$ cat config.mk
export PLATFORM = sky130hd
export DESIGN_NAME = ethernet_icmp_reply_transmitter
export DESIGN_NICKNAME = d
export VERILOG_FILES = /design/src/rtl/ethernet_icmp_reply_transmitter_pkg.sv /design/src/rtl/ethernet_tx_keep_gen.sv /design/src/rtl/ethernet_icmp_reply_transmitter.sv
export SDC_FILE = /design/constraint.sdc
export NUM_CORES = 2
export LEC_CHECK = 0
export CORE_AREA = 2 2 388 390
export DETAILED_ROUTE_END_ITERATION = 12
export DIE_AREA = 0 0 390 392
export PLACE_DENSITY_LB_ADDON = 0.08
export SLEW_MARGIN = 40
export SYNTH_ARGS = -nofsm -noshare
export SYNTH_HDL_FRONTEND = slang
export SYNTH_SLANG_ARGS = --single-unit
$ cat constraint.sdc
create_clock -name i_clk -period 8 [get_ports i_clk]
set_clock_uncertainty 0.05 [all_clocks]
set_input_delay 1.6 -clock i_clk [delete_from_list [all_inputs] [get_ports i_clk]]
set_output_delay 1.6 -clock i_clk [all_outputs]
set_load 0.02 [all_outputs]
$ cat src/rtl/ethernet_icmp_reply_transmitter_pkg.sv
// Shared constants and FSM state type for the ICMP echo reply transmitter.
package ethernet_icmp_reply_transmitter_pkg;

  localparam int HEAD_BYTES  = 50;
  localparam int PAYLOAD_MAX = 63;
  localparam int WORD_BYTES  = 8;
  localparam int BUF_BITS    = (HEAD_BYTES + PAYLOAD_MAX) * 8;

  typedef enum logic {
    IDLE = 1'b0,
    SEND = 1'b1
  } tx_state_t;

endpackage

$ cat src/rtl/ethernet_tx_keep_gen.sv
// Byte-valid mask for a transmit word: all bytes on non-final words, R leading bytes on the final one.
module ethernet_tx_keep_gen
  import ethernet_icmp_reply_transmitter_pkg::*;
(
  input  logic                  i_last,
  input  logic [2:0]            i_rem,
  output logic [WORD_BYTES-1:0] o_keep
);

  // A remainder of zero means the final word is completely filled.
  always_comb begin
    o_keep = {WORD_BYTES{1'b1}};
    if (i_last && (i_rem != 3'd0)) begin
      o_keep = ~({WORD_BYTES{1'b1}} >> i_rem);
    end
  end

endmodule

$ cat src/rtl/ethernet_icmp_reply_transmitter.sv
// Captures a finished ICMP echo reply (head + payload) and streams it as 64-bit words to the TX MAC.
module ethernet_icmp_reply_transmitter #(
  parameter int HEAD_BYTES  = ethernet_icmp_reply_transmitter_pkg::HEAD_BYTES,
  parameter int PAYLOAD_MAX = ethernet_icmp_reply_transmitter_pkg::PAYLOAD_MAX,
  parameter int DROP_CNT_W  = 8
) (
  input  logic                       i_clk,
  input  logic                       i_reset,
  input  logic                       i_icmp_reply_ready,
  input  logic [HEAD_BYTES*8-1:0]    i_icmp_reply_head,
  input  logic [PAYLOAD_MAX*8-1:0]   i_icmp_reply_payload,
  input  logic [5:0]                 i_icmp_payload_size,
  output logic                       o_tx_valid,
  input  logic                       i_tx_ready,
  output logic [63:0]                o_tx_data,
  output logic [7:0]                 o_tx_keep,
  output logic                       o_tx_last,
  output logic                       o_busy,
  output logic [DROP_CNT_W-1:0]      o_dropped
);

  import ethernet_icmp_reply_transmitter_pkg::*;

  tx_state_t               state_q, state_d;
  logic [BUF_BITS-1:0]     buf_q, buf_d;
  logic [3:0]              cnt_q, cnt_d;
  logic [2:0]              rem_q, rem_d;
  logic [DROP_CNT_W-1:0]   drop_q, drop_d;

  logic                    load;
  logic                    hs;
  logic                    last_word;
  logic [6:0]              frame_len;
  logic [3:0]              words_m1;
  logic [PAYLOAD_MAX*8-1:0] pay_mask;
  logic [7:0]              keep_raw;

  // Handshake: a word transfers on the rising edge where o_tx_valid and i_tx_ready are both high;
  // while valid is high and ready is low every output holds its value.
  assign hs        = (state_q == SEND) && i_tx_ready;
  assign last_word = (state_q == SEND) && (cnt_q == 4'd0);

  assign frame_len = 7'(HEAD_BYTES) + {1'b0, i_icmp_payload_size};
  assign words_m1  = 4'((frame_len + 7'd7) >> 3) - 4'd1;
  // Keep only the first N payload bytes so bytes past the frame end leave as zero.
  assign pay_mask  = ~({(PAYLOAD_MAX*8){1'b1}} >> {i_icmp_payload_size, 3'b000});

  always_comb begin
    state_d = state_q;
    buf_d   = buf_q;
    cnt_d   = cnt_q;
    rem_d   = rem_q;
    drop_d  = drop_q;
    load    = 1'b0;

    case (state_q)
      IDLE: begin
        if (i_icmp_reply_ready) load = 1'b1;
      end
      SEND: begin
        if (hs) begin
          buf_d = buf_q << (WORD_BYTES * 8);
          cnt_d = cnt_q - 4'd1;
          if (cnt_q == 4'd0) begin
            if (i_icmp_reply_ready) load = 1'b1;
            else                    state_d = IDLE;
          end
        end
        // A strobe landing on the final handshake chains the next frame instead of dropping.
        if (i_icmp_reply_ready && !(hs && (cnt_q == 4'd0)) && !(&drop_q)) begin
          drop_d = drop_q + {{(DROP_CNT_W-1){1'b0}}, 1'b1};
        end
      end
      default: state_d = IDLE;
    endcase

    if (load) begin
      buf_d   = {i_icmp_reply_head, i_icmp_reply_payload & pay_mask};
      cnt_d   = words_m1;
      rem_d   = frame_len[2:0];
      state_d = SEND;
    end
  end

  always_ff @(posedge i_clk) begin
    if (i_reset) begin
      state_q <= IDLE;
      buf_q   <= '0;
      cnt_q   <= '0;
      rem_q   <= '0;
      drop_q  <= '0;
    end else begin
      state_q <= state_d;
      buf_q   <= buf_d;
      cnt_q   <= cnt_d;
      rem_q   <= rem_d;
      drop_q  <= drop_d;
    end
  end

  ethernet_tx_keep_gen u_keep_gen (
    .i_last (last_word),
    .i_rem  (rem_q),
    .o_keep (keep_raw)
  );

  assign o_tx_valid = (state_q == SEND);
  assign o_busy     = (state_q == SEND);
  assign o_tx_last  = last_word;
  assign o_tx_keep  = o_tx_valid ? keep_raw : 8'h00;
  assign o_tx_data  = buf_q[BUF_BITS-1 -: 64];
  assign o_dropped  = drop_q;

endmodule

==> flow_summary.yaml <==
place:
  dp_cells: 7326
  portBuffers: 996
  gp_congestion: 0.8378
  hpwlAfterDp_um: 146500
  post-place-ws_ns: 2.613
  placed_cell_area_mm2: 0.04989
synthesis:
  ys.flop_type: "dfxtp_1"
  synth_warnings: 0
  syn_nets: 5810
  ys_seq_elements: 920
  yosysSeqAreaShare_pct: 47.07
  synth.avg_cell_area_um2: 8.004
  synthCells: 4889
  ys_async_sr_fraction_pct: 0
  synth_area_mm2: 0.03913
  synth_edf_count: 0
  synth_cell_types: 46
worst_hold_path:
  holdCritStartpoint: "buf_q[511]"
  min_path_type: "flop to flop"
  min_path_cells: 2
  hold_end: "buf_q[575]"
sta:
  tightestPinTransition_ns: 0.9494
  period_needed_ns: 4.722
  max_freq_mhz: 211.8
  finalCritPeriodShare_pct: 59.02
  slew_viol_final: 0
  fin_setup_tns_ns: 0
  relSlewSlack_pct: 36.71
  finalSetupViolCount: 0
  hold_violations: 0
  holdWs_ns: 0.4095
  grt_setup_unrepaired: "false"
  fin_ws_ns: 3.278
cells_and_area:
  final_cells: 7599
  fillers: 15750
  fin_nets: 6424
  drive_gt1_share_pct: 4.945
  area_growth_syn_to_layout_pct: 38.09
  final_area_mm2: 0.05404
drt:
  via_per_inst: 5.170
  wl_per_cell_um: 26.29
  ant_nets: 0
  num_vias: 39290
  dr.pass1.iters: 7
  drc: 0
  drt-initial-drc-count: 2964
  wirelength_um: 199800
power_and_ir_drop:
  powerDensity_mw_per_mm2: 244.8
  ir_drop_mv: 0.1720
  p_leak_nw: 19.08
floorplanning:
  die_w_um: 390
  die_h_um: 392
  num_rows: 142
  core_mm2: 0.1489
  io_pins: 997
  start_util_pct: 26.28
  die_area_mm2: 0.1529
clock_network:
  cts_resized: 0
  clock_latency_ns: 0.73
  cts_made_buffers: 114
  clk_path_buf_depth: 3
  cts_tree: "done"
  cts_num_sinks: 920
  cts_max_level: 3
  post_cts_buffers: 0
  cts-root-buf: "clkbuf_16"
  postCtsHoldBufs: 0
  clkTransAtPathRegs_ns: 0.06
critical_path:
  slowest_delay_ns: 0.73
  r2r_start: "cnt_q[3]"
  crit_path_end_kind: "primary output"
  rr_endpoint: "buf_q[474]"
  critPathLaunchType: "flop"
  crit_slowest_cell: "nor4_4"
  worstPathArrival_ns: 3.07
  reg2reg_setup_slack_ns: 4.37
  crit_chain: "nor4_4 > o31ai_1 > and2_1 > a31o_2 > clkdlybuf4s50_1"
  cp_max_fo: 5
  setup.worst_path.class: "flop to primary output"
  ff2ff_path_depth: 7
  crit_required_ns: 6.35
grt:
  antenna_found_initial: 116
  grt_max_degree: 202
  overflow: 0
  grt_usage_pct: 24.91
  first_global_vias: 37900
  grt_pass1_wl_um: 278200
run_status:
  outcome: "finished clean"
flow_run:
  drv_cap: 0
layer usage:
| metal | vias up | track usage, % | part of all wire (%) |
|---|---|---|---|
| li1 | 18920 | - | - |
| met1 | 18750 | 29.17 | 40 |
| met2 | 1177 | 42.95 | 49 |
| met3 | 341 | 8.064 | 7.6 |
| met4 | 102 | 7.778 | 2.8 |
| met5 | - | 0 | 0.33 |
cell families (layout without fill, tap and decap cells):
group                    after synthesis  in the layout  share of synthesized area [%]
multiplexers                           3              3                        0.07674
XOR/XNOR                               9              9                         0.2015
AO/OA/AOI/OAI                        983            983                          21.34
AND/OR/NAND/NOR                     2414           2414                          24.85
adder cells (fa/ha/maj)                7              7                         0.2238
other                                  0             53                              0
buffers and inverters                553           1266                          6.241
flip-flops                           920            920                          47.07
cell usage in the layout (no fill, tap or decap), types with 3 or more instances in the layout:
cell type and count:
buf_6 4, clkbuf_16 117, clkbuf_8 30, a22oi_1 64, nand3_1 161, inv_1 10
a21oi_1 17, xnor2_1 8, o21ai_0 6, nand2_1 983, a221oi_1 289, bufinv_16 6
clkinv_2 31, ha_1 7, a31oi_1 7, nor2_1 945, and2_1 7, a21boi_0 3
dfxtp_1 920, nor2_2 4, buf_4 12, nor3_1 292, clkdlybuf4s50_1 992, o21a_1 5
buf_16 11, diode_2 53, a311oi_1 554, a211oi_1 4, inv_16 3, buf_12 19
a21oi_2 17, mux2i_1 3, clkbuf_1 27, a21o_1 3, or3_1 4
area by class of cell:
type | count | area [um^2] | area share, %
multi-input cells | 3416 | 18400 | 34.05
well taps | 1944 | 2432 | 4.501
clock inverters | 41 | 404.1 | 0.7479
inverters | 10 | 37.54 | 0.06946
repair buffers | 1041 | 10770 | 19.94
clock buffers | 174 | 3442 | 6.370
diodes | 53 | 132.6 | 0.2454
flip-flops and latches | 920 | 18420 | 34.08
Yosys cell counts (19+ instances only):
library cell	count	area (um^2)
a22oi_1	64	480.5
a21oi_1	30	150.1
nor3_1	292	1461
buf_4	66	495.5
clkbuf_1	363	1363
buf_2	91	455.4
buf_1	19	71.32
nand2_1	984	3694
nor2_1	949	3562
a221oi_1	289	2531
dfxtp_1	920	18420
nand3_1	161	805.8
a311oi_1	554	4852
metrics by stage:
stage	total power, mW	util, %
2_1_floorplan	6.808	-
3_3_place_gp	7.983	33.35
3_5_place_dp	8.023	33.51
4_1_cts	13.40	36.09
5_1_grt	13.84	36.25
6_report	13.23	36.29
report_power, final:
part	switching (mW)	internal [mW]	total [mW]
clock network	2.17	3.15	5.32
logic	1.48	1.05	2.53
registers	0.338	5.04	5.37
total	3.99	9.24	13.2
worst max-delay path, delay by kind of cell, from the launching register on:
kind | cells | cell delay (ns)
AND/OR/NAND/NOR | 2 | 0.97
AO/OA/AOI/OAI | 2 | 0.47
buffers and inverters | 1 | 0.54
flip-flops | 1 | 0.37
how the worst max path moves through the flow:
stage / startpoint / end / slack (ns) / depth (start not counted)
floorplan: i_icmp_payload_size[3] / cnt_q[2] / 4.23 / 11
global placement: i_icmp_payload_size[1] / buf_q[305] / 2.46 / 7
detailed placement: i_icmp_payload_size[1] / buf_q[161] / 2.61 / 7
CTS: cnt_q[3] / o_tx_keep[2] / 3.21 / 5
global route: cnt_q[3] / o_tx_keep[2] / 3.12 / 5
finish: cnt_q[3] / o_tx_keep[2] / 3.28 / 5
registers in the layout, indices dropped and copies added, names as in the netlist:
name,flops
buf_q,904
cnt_q,4
o_dropped,8
o_busy,1
rem_q,3
No activity file was read; power rests on OpenSTA's default activity.
